==> src/rtl/led_fader.sv <==
// led_fader: per-LED brightness stage placed after the LED rotator.
// A lit input channel is driven at full brightness. Once it goes dark, its
// level ramps down linearly on every decay strobe and is rendered through a
// shared PWM counter, which leaves a fading "comet" trail behind the rotator.
module led_fader #(
  parameter int LED_COUNT   = 4,
  parameter int PWM_WIDTH   = 8,
  parameter int DECAY_WIDTH = 16,
  parameter int DECAY_STEP  = 16
) (
  input  logic                 i_clk,
  input  logic                 i_rst_n,
  input  logic [LED_COUNT-1:0] i_led,
  input  logic                 i_en,
  output logic [LED_COUNT-1:0] o_led,
  output logic                 o_busy
);

  localparam logic [PWM_WIDTH-1:0] MAX  = {PWM_WIDTH{1'b1}};
  localparam logic [PWM_WIDTH-1:0] STEP = PWM_WIDTH'(DECAY_STEP);

  logic [PWM_WIDTH-1:0]   pwm_cnt;
  logic [DECAY_WIDTH-1:0] prescaler;
  logic                   decay_stb;
  logic [PWM_WIDTH-1:0]   level [LED_COUNT];
  logic [LED_COUNT-1:0]   level_nz;

  // Free-running PWM counter shared by every channel, so all channels stay phase-aligned.
  always_ff @(posedge i_clk or negedge i_rst_n) begin
    if (!i_rst_n) begin
      pwm_cnt <= '0;
    end else begin
      pwm_cnt <= pwm_cnt + PWM_WIDTH'(1);
    end
  end

  // Decay prescaler: the carry out of the counter becomes a one-clock strobe.
  always_ff @(posedge i_clk or negedge i_rst_n) begin
    if (!i_rst_n) begin
      prescaler <= '0;
      decay_stb <= 1'b0;
    end else begin
      {decay_stb, prescaler} <= {1'b0, prescaler} + (DECAY_WIDTH + 1)'(1);
    end
  end

  // Level update per channel: disable clears, a lit input beats decay, decay saturates at zero.
  always_ff @(posedge i_clk or negedge i_rst_n) begin
    if (!i_rst_n) begin
      for (int i = 0; i < LED_COUNT; i++) begin
        level[i] <= '0;
      end
    end else begin
      for (int i = 0; i < LED_COUNT; i++) begin
        if (!i_en) begin
          level[i] <= '0;
        end else if (i_led[i]) begin
          level[i] <= MAX;
        end else if (decay_stb) begin
          if (level[i] > STEP) begin
            level[i] <= level[i] - STEP;
          end else begin
            level[i] <= '0;
          end
        end
      end
    end
  end

  // Registered PWM drive; full level is forced on so it never blinks at the counter wrap.
  always_ff @(posedge i_clk or negedge i_rst_n) begin
    if (!i_rst_n) begin
      o_led <= '0;
    end else begin
      for (int i = 0; i < LED_COUNT; i++) begin
        o_led[i] <= i_en && ((level[i] == MAX) || (level[i] > pwm_cnt));
      end
    end
  end

  // Busy flag: any channel still holding a nonzero level.
  always_comb begin
    level_nz = '0;
    for (int i = 0; i < LED_COUNT; i++) begin
      level_nz[i] = (level[i] != '0);
    end
  end

  assign o_busy = |level_nz;

endmodule

==> config.mk <==
export PLATFORM = sky130hd
export DESIGN_NAME = led_fader
export DESIGN_NICKNAME = d
export VERILOG_FILES = /design/src/rtl/led_fader.sv
export SDC_FILE = /design/constraint.sdc
export NUM_CORES = 1
export LEC_CHECK = 0
export ABC_AREA = 1
export ABC_CLOCK_PERIOD_IN_PS = 2200
export CAP_MARGIN = 20
export CORE_ASPECT_RATIO = 0.7
export CORE_MARGIN = 4
export CORE_UTILIZATION = 25
export DETAILED_ROUTE_END_ITERATION = 6
export PLACE_DENSITY = 0.46
export SYNTH_ARGS = -nofsm -noshare
export SYNTH_HDL_FRONTEND = slang
export SYNTH_SLANG_ARGS = --single-unit
==> constraint.sdc <==
create_clock -name i_clk -period 2.2 [get_ports i_clk]
set_clock_uncertainty 0.2 [all_clocks]
set_input_delay 0.22 -clock i_clk [delete_from_list [all_inputs] [get_ports i_clk]]
set_output_delay 0.22 -clock i_clk [all_outputs]
set_load 0.005 [all_outputs]
# == Word level (Yosys, flattened, before mapping) ==
# Index checks and enable logic that the tools add are counted.
# totals
register_bits,61
in_bits,7
out_inout_bits,5
word_cells,59
# classes
add_sub_neg,6
mux,16
reduce_logical,13
n_eq_ne,8
magnitude_cmp,8
# ops
cell,count
8-bit two-way mux,16
"8-bit == test, second input constant",4
"8-bit by 5-bit > comparator with 1-bit output, second input constant",4
8-bit > comparator,4
8-bit nonzero test,4
"8-bit by 5-bit subtractor with 8-bit output, second input constant",4
"16-bit by 1-bit adder with 17-bit output, second input constant",1
"3-bit by 2-bit != test with 1-bit output, second input constant",4
"8-bit by 1-bit adder with 8-bit output, second input constant",1
1-bit logical AND,4
1-bit logical OR,4
4-bit OR reduction,1

# == Depth between registers and ports, before layout ==
# Gate-level depths: netlist of the first run.
# logic_depth
ltp_word,5
mapped_depth,11
depth_no_buf,11

# == Least setup slack after synthesis of the first run ==
# No wires, ideal clock.
# synth_path
path_type,reg2reg
startpoint,register pwm_cnt[5]
endpoint,register o_led[0]
stages_incl_launch_ff,9
arrival_time_ns,1.150
period_less_slack_ns,1.477
required_time_ns,1.873
setup_time_ns,0.127
n_path_buf,0
slack_ns,0.723
path_cell_list,dfrtp_1 inv_1 ha_1 a21oi_1 nor2_1 nor2_1 nand2_1 nand2_1 a21oi_1
# synth_between
elab_chain_cells,3
# synth_lines
item,line_no,rtl
start: declaration,22,logic [PWM_WIDTH-1:0] pwm_cnt;
start signal: assignment,33,pwm_cnt <= pwm_cnt + PWM_WIDTH'(1);
8-bit > comparator,76,o_led[i] <= i_en && ((level[i] == MAX) || (level[i] > pwm_cnt));
1-bit logical OR,76,
1-bit logical AND,76,
end signal: indexed assignment,76,
end: declaration,15,"output logic [LED_COUNT-1:0] o_led,"
# Every way passes these cells.
# A chain may end at the register's enable or synchronous reset.

# == Worst setup path in the final report of the first run ==
# layout_path
startpoint,register level[5] (netlist name)
endpoint,output o_busy
# layout_between
elab_chain_cells,2
# layout_lines
item,line_no,rtl
start: declaration,25,logic [PWM_WIDTH-1:0] level [LED_COUNT];
start signal: indexed assignment,61,level[i] <= level[i] - STEP;
8-bit nonzero test,85,level_nz[i] = (level[i] != '0);
4-bit OR reduction,89,assign o_busy = |level_nz;
end: declaration,16,output logic o_busy
# Every way passes these cells.

==> results of run 1 <==
[placed cells by master, fill, tap and decap left out]
cell	count
nand2_1	95
inv_1	59
dfrtp_1	49
ha_1	43
nor2_1	35
o21ai_0	25
a21oi_1	18
xor2_1	17
nand3_1	14
nand4_1	9
clkdlybuf4s50_1	9
buf_4	7
xnor2_1	6
clkbuf_16	5
nor3_2	4
a21o_1	4
inv_2	3
nand2_2	3
nor2_4	3
nor3_1	3
ha_2	3
clkbuf_1	3
o22ai_1	2
nand4_2	1
and3_1	1
nand3_2	1
nand2_4	1
nor3b_1	1
dlygate4sd3_1	1
buf_2	1
dlygate4sd2_1	1
[cell families after synthesis]
kind of cell,synth area share (%)
AND/OR/NAND/NOR,23.4
buffers and inverters,7.36
AO/OA/AOI/OAI,7.89
flip-flops,37.5
adder cells (fa/ha/maj),17.6
XOR/XNOR,6.17
[power by group through the flow]
stage               clock [W]  sequential, W  combinational, W
detailed placement          0        0.00104          0.000501
CTS                  0.000784        0.00102          0.000523
finish               0.000755        0.00102          0.000517
global placement            0        0.00104          0.000496
global route         0.000823        0.00103          0.000618
floorplan                   0        0.00103          0.000350
[synthesized netlist by cell type]
| master | instances | area share [%] |
|---|---|---|
| ha_1 | 46 | 18 |
| nand4_2 | 1 | 0.38 |
| nor3b_1 | 1 | 0.23 |
| nand3_1 | 14 | 2.1 |
| nand2_2 | 3 | 0.57 |
| xor2_1 | 17 | 4.6 |
| nor3_2 | 3 | 0.92 |
| buf_4 | 1 | 0.23 |
| o22ai_1 | 2 | 0.38 |
| a21o_1 | 4 | 0.92 |
| dfrtp_1 | 49 | 38 |
| nor2_1 | 35 | 4.0 |
| nand2_4 | 1 | 0.34 |
| o21ai_0 | 25 | 3.8 |
| nor2_4 | 3 | 1.0 |
| nand2_1 | 95 | 11 |
| and3_1 | 1 | 0.19 |
| xnor2_1 | 6 | 1.6 |
| nand4_1 | 9 | 1.7 |
| a21oi_1 | 18 | 2.8 |
| nor3_1 | 4 | 0.61 |
| inv_1 | 62 | 7.1 |
| nand3_2 | 1 | 0.31 |
[layer usage]
layer  GRT usage [%]  part of all wire, %  vias to the layer above
met5               0                    0                        -
met4            2.00                 0.86                        0
met3            2.21                  3.2                        6
met2            14.6                   41                       29
met1            15.1                   55                     1202
li1                -                    -                     1339
[final cells by class]
| cell class | count | area (um2) | area share [%] |
|---|---|---|---|
| clock buffer | 8 | 136 | 3.61 |
| inverter | 62 | 233 | 6.16 |
| multi-input combinational | 289 | 1810 | 48.0 |
| sequential | 49 | 1230 | 32.5 |
| tap | 162 | 203 | 5.37 |
| timing repair buffer | 19 | 166 | 4.41 |
[final timing paths]
path / depth (start not counted) / to
max: 6 / o_busy
min: 2 / prescaler[4]$_DFF_PN0_
max reg2reg: 8 / o_led[0]$_DFF_PN0_
min reg2reg: 1 / prescaler[15]$_DFF_PN0_
max in group asynchronous: 3 / level[29]$_DFFE_PN0P_
min in group i_clk: 1 / prescaler[15]$_DFF_PN0_
[stage by stage]
step,std cells,total power (W),util (%)
floorplan,401,0.00138,-
global placement,578,0.00153,28.6
detailed placement,578,0.00154,28.6
CTS,589,0.00233,30.0
global route,589,0.00247,30.0
finish,589,0.00229,30.0
[what timing repair did]
action,CTS,global route
buffers inserted,2,0
setup endpoints to repair,1,0
hold endpoints to repair,16,0
hold buffers,1,0
resized for setup,8,0
[flip-flops by register name (all words and copies together) (netlist names)]
signal and cells:
prescaler 16, o_led 4, decay_stb 1, pwm_cnt 8, level 20
==> reports/qor.yml, run 1 <==
grt_pass1_vias: 2505
combPwrFrac_pct: 22.6
ant_nets: 0
final.period_utilization_pct: 93.9
first_pass_iters: 4
ys_seq_area_share_pct: 37.5
area_growth_pct: 15.6
place_area_um2: 3600
vias_per_cell: 4.37
port_buffers: 11
ff2ff_setup_slack_ps: 390
grt_pass1_wl_um: 12200
p_seq_share_pct: 44.5
fp.dieW_um: 145
holdCritPathClass: "in -> async"
cp_data_required_time_ps: 1780
wl_per_cell_um: 12.1
maxCapViolCount: 0
power_density_nw_per_um2: 607
clockRootBuffer: "clkbuf_16"
cts_tree: "yes"
routabilityCongestion: 0.765
synthesis.area_per_instance_um2: 8.14
drive_gt1_share_pct: 7.49
netlist_instances: 401
htree_levels: 2
switching_share_pct: 30.2
timing.final.ws_setup_ps: 134
path_class: "reg -> out"
grt.overflow.total: 0
critPathTopFamily: "flip-flops"
slowest_delay_ps: 400
ios: 12
worstSkewPairLatency_ps: 290
grt.total_usage_pct: 10.0
power.leakage_nw: 1.94
hold_slack_ps: 207
antenna_found_initial: 0
first_iter_violations: 125
start_util_pct: 25.9
ir_worst_vdd_v: 0.000318
synth_fp_nets: 454
vias: 2576
clk_pin_slew_ps: 70
post-route-min-period_ps: 2070
slew_viol_final: 0
yosys_warnings: 0
core_um2: 12600
routed_wl_um: 7110
synth.distinct_cells: 23
tns_ps: 0
fp.dieH_um: 104
max_freq_mhz: 484
placementRows: 34
crit_buf_inv: 2
critPathMaxFanout: 4
synth-seq-cells: 49
clock_power_share_pct: 32.9
worstMarginPinSlew_ps: 419
cp.arrival_ps: 1650
p_int_w: 0.00160
crit_path_start_kind: "register"
die_area_um2: 15000
clock_sinks: 49
fillers: 1327
dpl.hpwl_um: 5400
worstPathCellList: "inv_2, ha_2, nand2_1, nor3_2, nand3_1, dlygate4sd2_1"
slowest_stage: "dfrtp_1"
setup_viol: 0
cts_buffers: 5
syn_area_um2: 3270
startpoint: "level[5]$_DFFE_PN0P_"
status: "finished clean"
grt_max_degree: 19
fin_nets: 479
rsz0062_at_grt: "false"
clockBufferDepth: 2
end_kind: "primary output"
place_ws_ps: 100
switchingPower_w: 0.000693
slew_headroom_pct: 72.1
drc: 0
antennaDiodeCount: 0
final_cell_area_um2: 3780
hold_viol_final: 0
reg2reg_from: "pwm_cnt[5]$_DFF_PN0_"
No activity file was read; power rests on OpenSTA's default activity.
==> run 2: changes to the inputs <==
CORE_UTILIZATION = 48   (was 25)
PLACE_DENSITY = 0.72   (was 0.46)
SKIP_LAST_GASP = 1   (was default)
==> run 2 against run 1 <==
Global-route usage up 7.1 points. Routed wire length shrank 6.9%. Critical path depth stayed put. Largest power group unchanged. Core utilization up 27 points. Count of clock-buffer cells in the layout fell by 2. First-iteration DRC count is 17% higher. Sequential share of layout area grew 0.93 points. Fmax rose by 1.1%. Cell count decreased by 12%. Sequential power about the same. Critical endpoint unchanged.
==> reports/qor.yml, run 2 (synthesis gave the netlist of run 1 again) <==
critPathTopFamily: "flip-flops"  # unchanged
fillers: 603  # was 1327
slew_viol_final: 0  # unchanged
htree_levels: 2  # unchanged
area_growth_pct: 12.4  # was 15.6%
slowest_stage: "dfrtp_1"  # unchanged
top_register: "level"  # unchanged
final_cell_mix: "nand2_1 (95), inv_1 (59), dfrtp_1 (49), ha_1 (44), nor2_1 (35)"  # was nand2_1 (95), inv_1 (59), dfrtp_1 (49), ha_1 (43), nor2_1 (35)
fin_nets: 482  # was 479
crit_buf_inv: 2  # unchanged
drc: 0  # unchanged
grt.total_usage_pct: 17.1  # was 10.0%
wl_per_cell_um: 12.7  # was 12.1 um
first_pass_iters: 4  # unchanged
fp.dieH_um: 77.0  # was 104 um
power.leakage_nw: 1.94  # about the same
cts_tree: "yes"  # unchanged
place_ws_ps: 152  # was 100 ps
crit_path_start_kind: "register"  # unchanged
vias_per_cell: 4.99  # was 4.37
grt_max_degree: 26  # was 19
grt_pass1_vias: 2398  # was 2505
power_density_nw_per_um2: 566  # was 607 nW/um2
antenna_found_initial: 0  # unchanged
start_util_pct: 50.8  # was 25.9%
slew_headroom_pct: 70.0  # was 72.1%
setup_viol: 0  # unchanged
grt.overflow.total: 0  # unchanged
maxCapViolCount: 0  # unchanged
path_class: "reg -> out"  # unchanged
drive_gt1_share_pct: 8.60  # was 7.49%
tns_ps: 0  # unchanged
max_freq_mhz: 489  # was 484 MHz
critPathMaxFanout: 3  # was 4
port_buffers: 11  # unchanged
clk_pin_slew_ps: 90  # was 70 ps
die_area_um2: 8210  # was 15000 um2
clockBufferDepth: 2  # unchanged
grt_pass1_wl_um: 11400  # was 12200 um
final.period_utilization_pct: 92.9  # was 93.9%
worstSkewPairLatency_ps: 300  # was 290 ps
antennaDiodeCount: 0  # unchanged
first_iter_violations: 146  # was 125
clock_sinks: 49  # unchanged
fp.dieW_um: 107  # was 145 um
ant_nets: 0  # unchanged
post-route-min-period_ps: 2040  # was 2070 ps
cp_data_required_time_ps: 1780  # about the same
ir_worst_vdd_v: 0.000293  # was 0.000318 V
top_regs: "level: 20 flops, prescaler: 16 flops, pwm_cnt: 8 flops"  # unchanged
routed_wl_um: 6620  # was 7110 um
routabilityCongestion: 0.893  # was 0.765
dpl.hpwl_um: 5020  # was 5400 um
end_kind: "primary output"  # unchanged
layout_commonest_cell: "nand2_1"  # unchanged
vias: 2598  # was 2576
slowest_delay_ps: 390  # was 400 ps
placementRows: 24  # was 34
cts_buffers: 5  # unchanged
worstPathCellList: "inv_1, ha_2, nand2_1, nor3_2, nand3_1, dlygate4sd2_1"  # was inv_2, ha_2, nand2_1, nor3_2, nand3_1, dlygate4sd2_1
largest_reg_flops: 20  # unchanged
worstMarginPinSlew_ps: 450  # was 419 ps
ios: 12  # unchanged
holdCritPathClass: "in -> async"  # unchanged
hold_viol_final: 0  # unchanged
rsz0062_at_grt: "false"  # unchanged
core_um2: 6430  # was 12600 um2
clockRootBuffer: "clkbuf_8"  # was clkbuf_16
timing.final.ws_setup_ps: 156  # was 134 ps
cp.arrival_ps: 1620  # was 1650 ps
status: "finished clean"  # unchanged
==> run 2: changes by cell type in the layout (fill, tap and decap cells not counted) <==
cell / before / now
clkbuf_16: 5 / 0
clkbuf_8: 0 / 5
buf_4: 7 / 9
clkbuf_1: 3 / 1
clkinv_2: 0 / 2
buf_12: 0 / 1
ha_1: 43 / 44
ha_2: 3 / 2
nor3_1: 3 / 2
nor3_2: 4 / 5
==> run 2: worst paths after layout <==
check                      slack, ps                 endpoint               startpoint  cells after the start
min reg2reg                      260  prescaler[15]$_DFF_PN0_  prescaler[15]$_DFF_PN0_                      1
max in group asynchronous       1130   prescaler[0]$_DFF_PN0_                  i_rst_n                      3
max                              160                   o_busy    level[28]$_DFFE_PN0P_                      6
min in group i_clk               260  prescaler[15]$_DFF_PN0_  prescaler[15]$_DFF_PN0_                      1
max reg2reg                      430       o_led[0]$_DFF_PN0_     pwm_cnt[5]$_DFF_PN0_                      8
min                              190       o_led[0]$_DFF_PN0_                  i_rst_n                      2
==> run 2: area by class of cell <==
class | count | area [um2] | share of cell area [%]
clock buffers | 6 | 72.6 | 1.98
clock inverters | 2 | 10.0 | 0.273
inverters | 62 | 233 | 6.34
multi-input cells | 289 | 1810 | 49.4
flip-flops and latches | 49 | 1230 | 33.4
well taps | 91 | 114 | 3.10
repair buffers | 22 | 201 | 5.49
==> run 2: power breakdown <==
part | switching (W) | internal [W]
sequential | 0.0000631 | 0.000956
combinational | 0.000310 | 0.000231
clock | 0.000298 | 0.000221
==> run 2: layer usage <==
layer	GRT usage (%)	up-vias	share of wire (%)
li1	-	1333	-
met1	25.5	1206	52
met2	26.3	54	43
met3	2.77	5	4.0
met4	3.45	0	0.91
met5	0	-	0
==> run 2: metrics by stage <==
stage | utilization (%) | std cells | hold WS [ps] | area [um2] | power, W
after floorplan | - | 401 | -276 | 3270 | 0.00138
after global placement | 54.7 | 505 | -10.2 | 3510 | 0.00151
after detailed placement | 54.7 | 505 | -2.31 | 3510 | 0.00154
after CTS | 57.0 | 521 | 210 | 3670 | 0.00209
after global routing | 57.1 | 521 | 240 | 3670 | 0.00223
final | 57.1 | 521 | 189 | 3670 | 0.00208
==> run 2: what timing repair did <==
item / 4_1_cts / 5_1_grt
gates cloned: 0 / 0
endpoints found under the setup margin: 1 / 1
hold buffers: 1 / 0
setup buffers: 7 / 0
resized for setup: 7 / 1
endpoints found under the hold margin: 17 / 0
pin swaps: 1 / 0
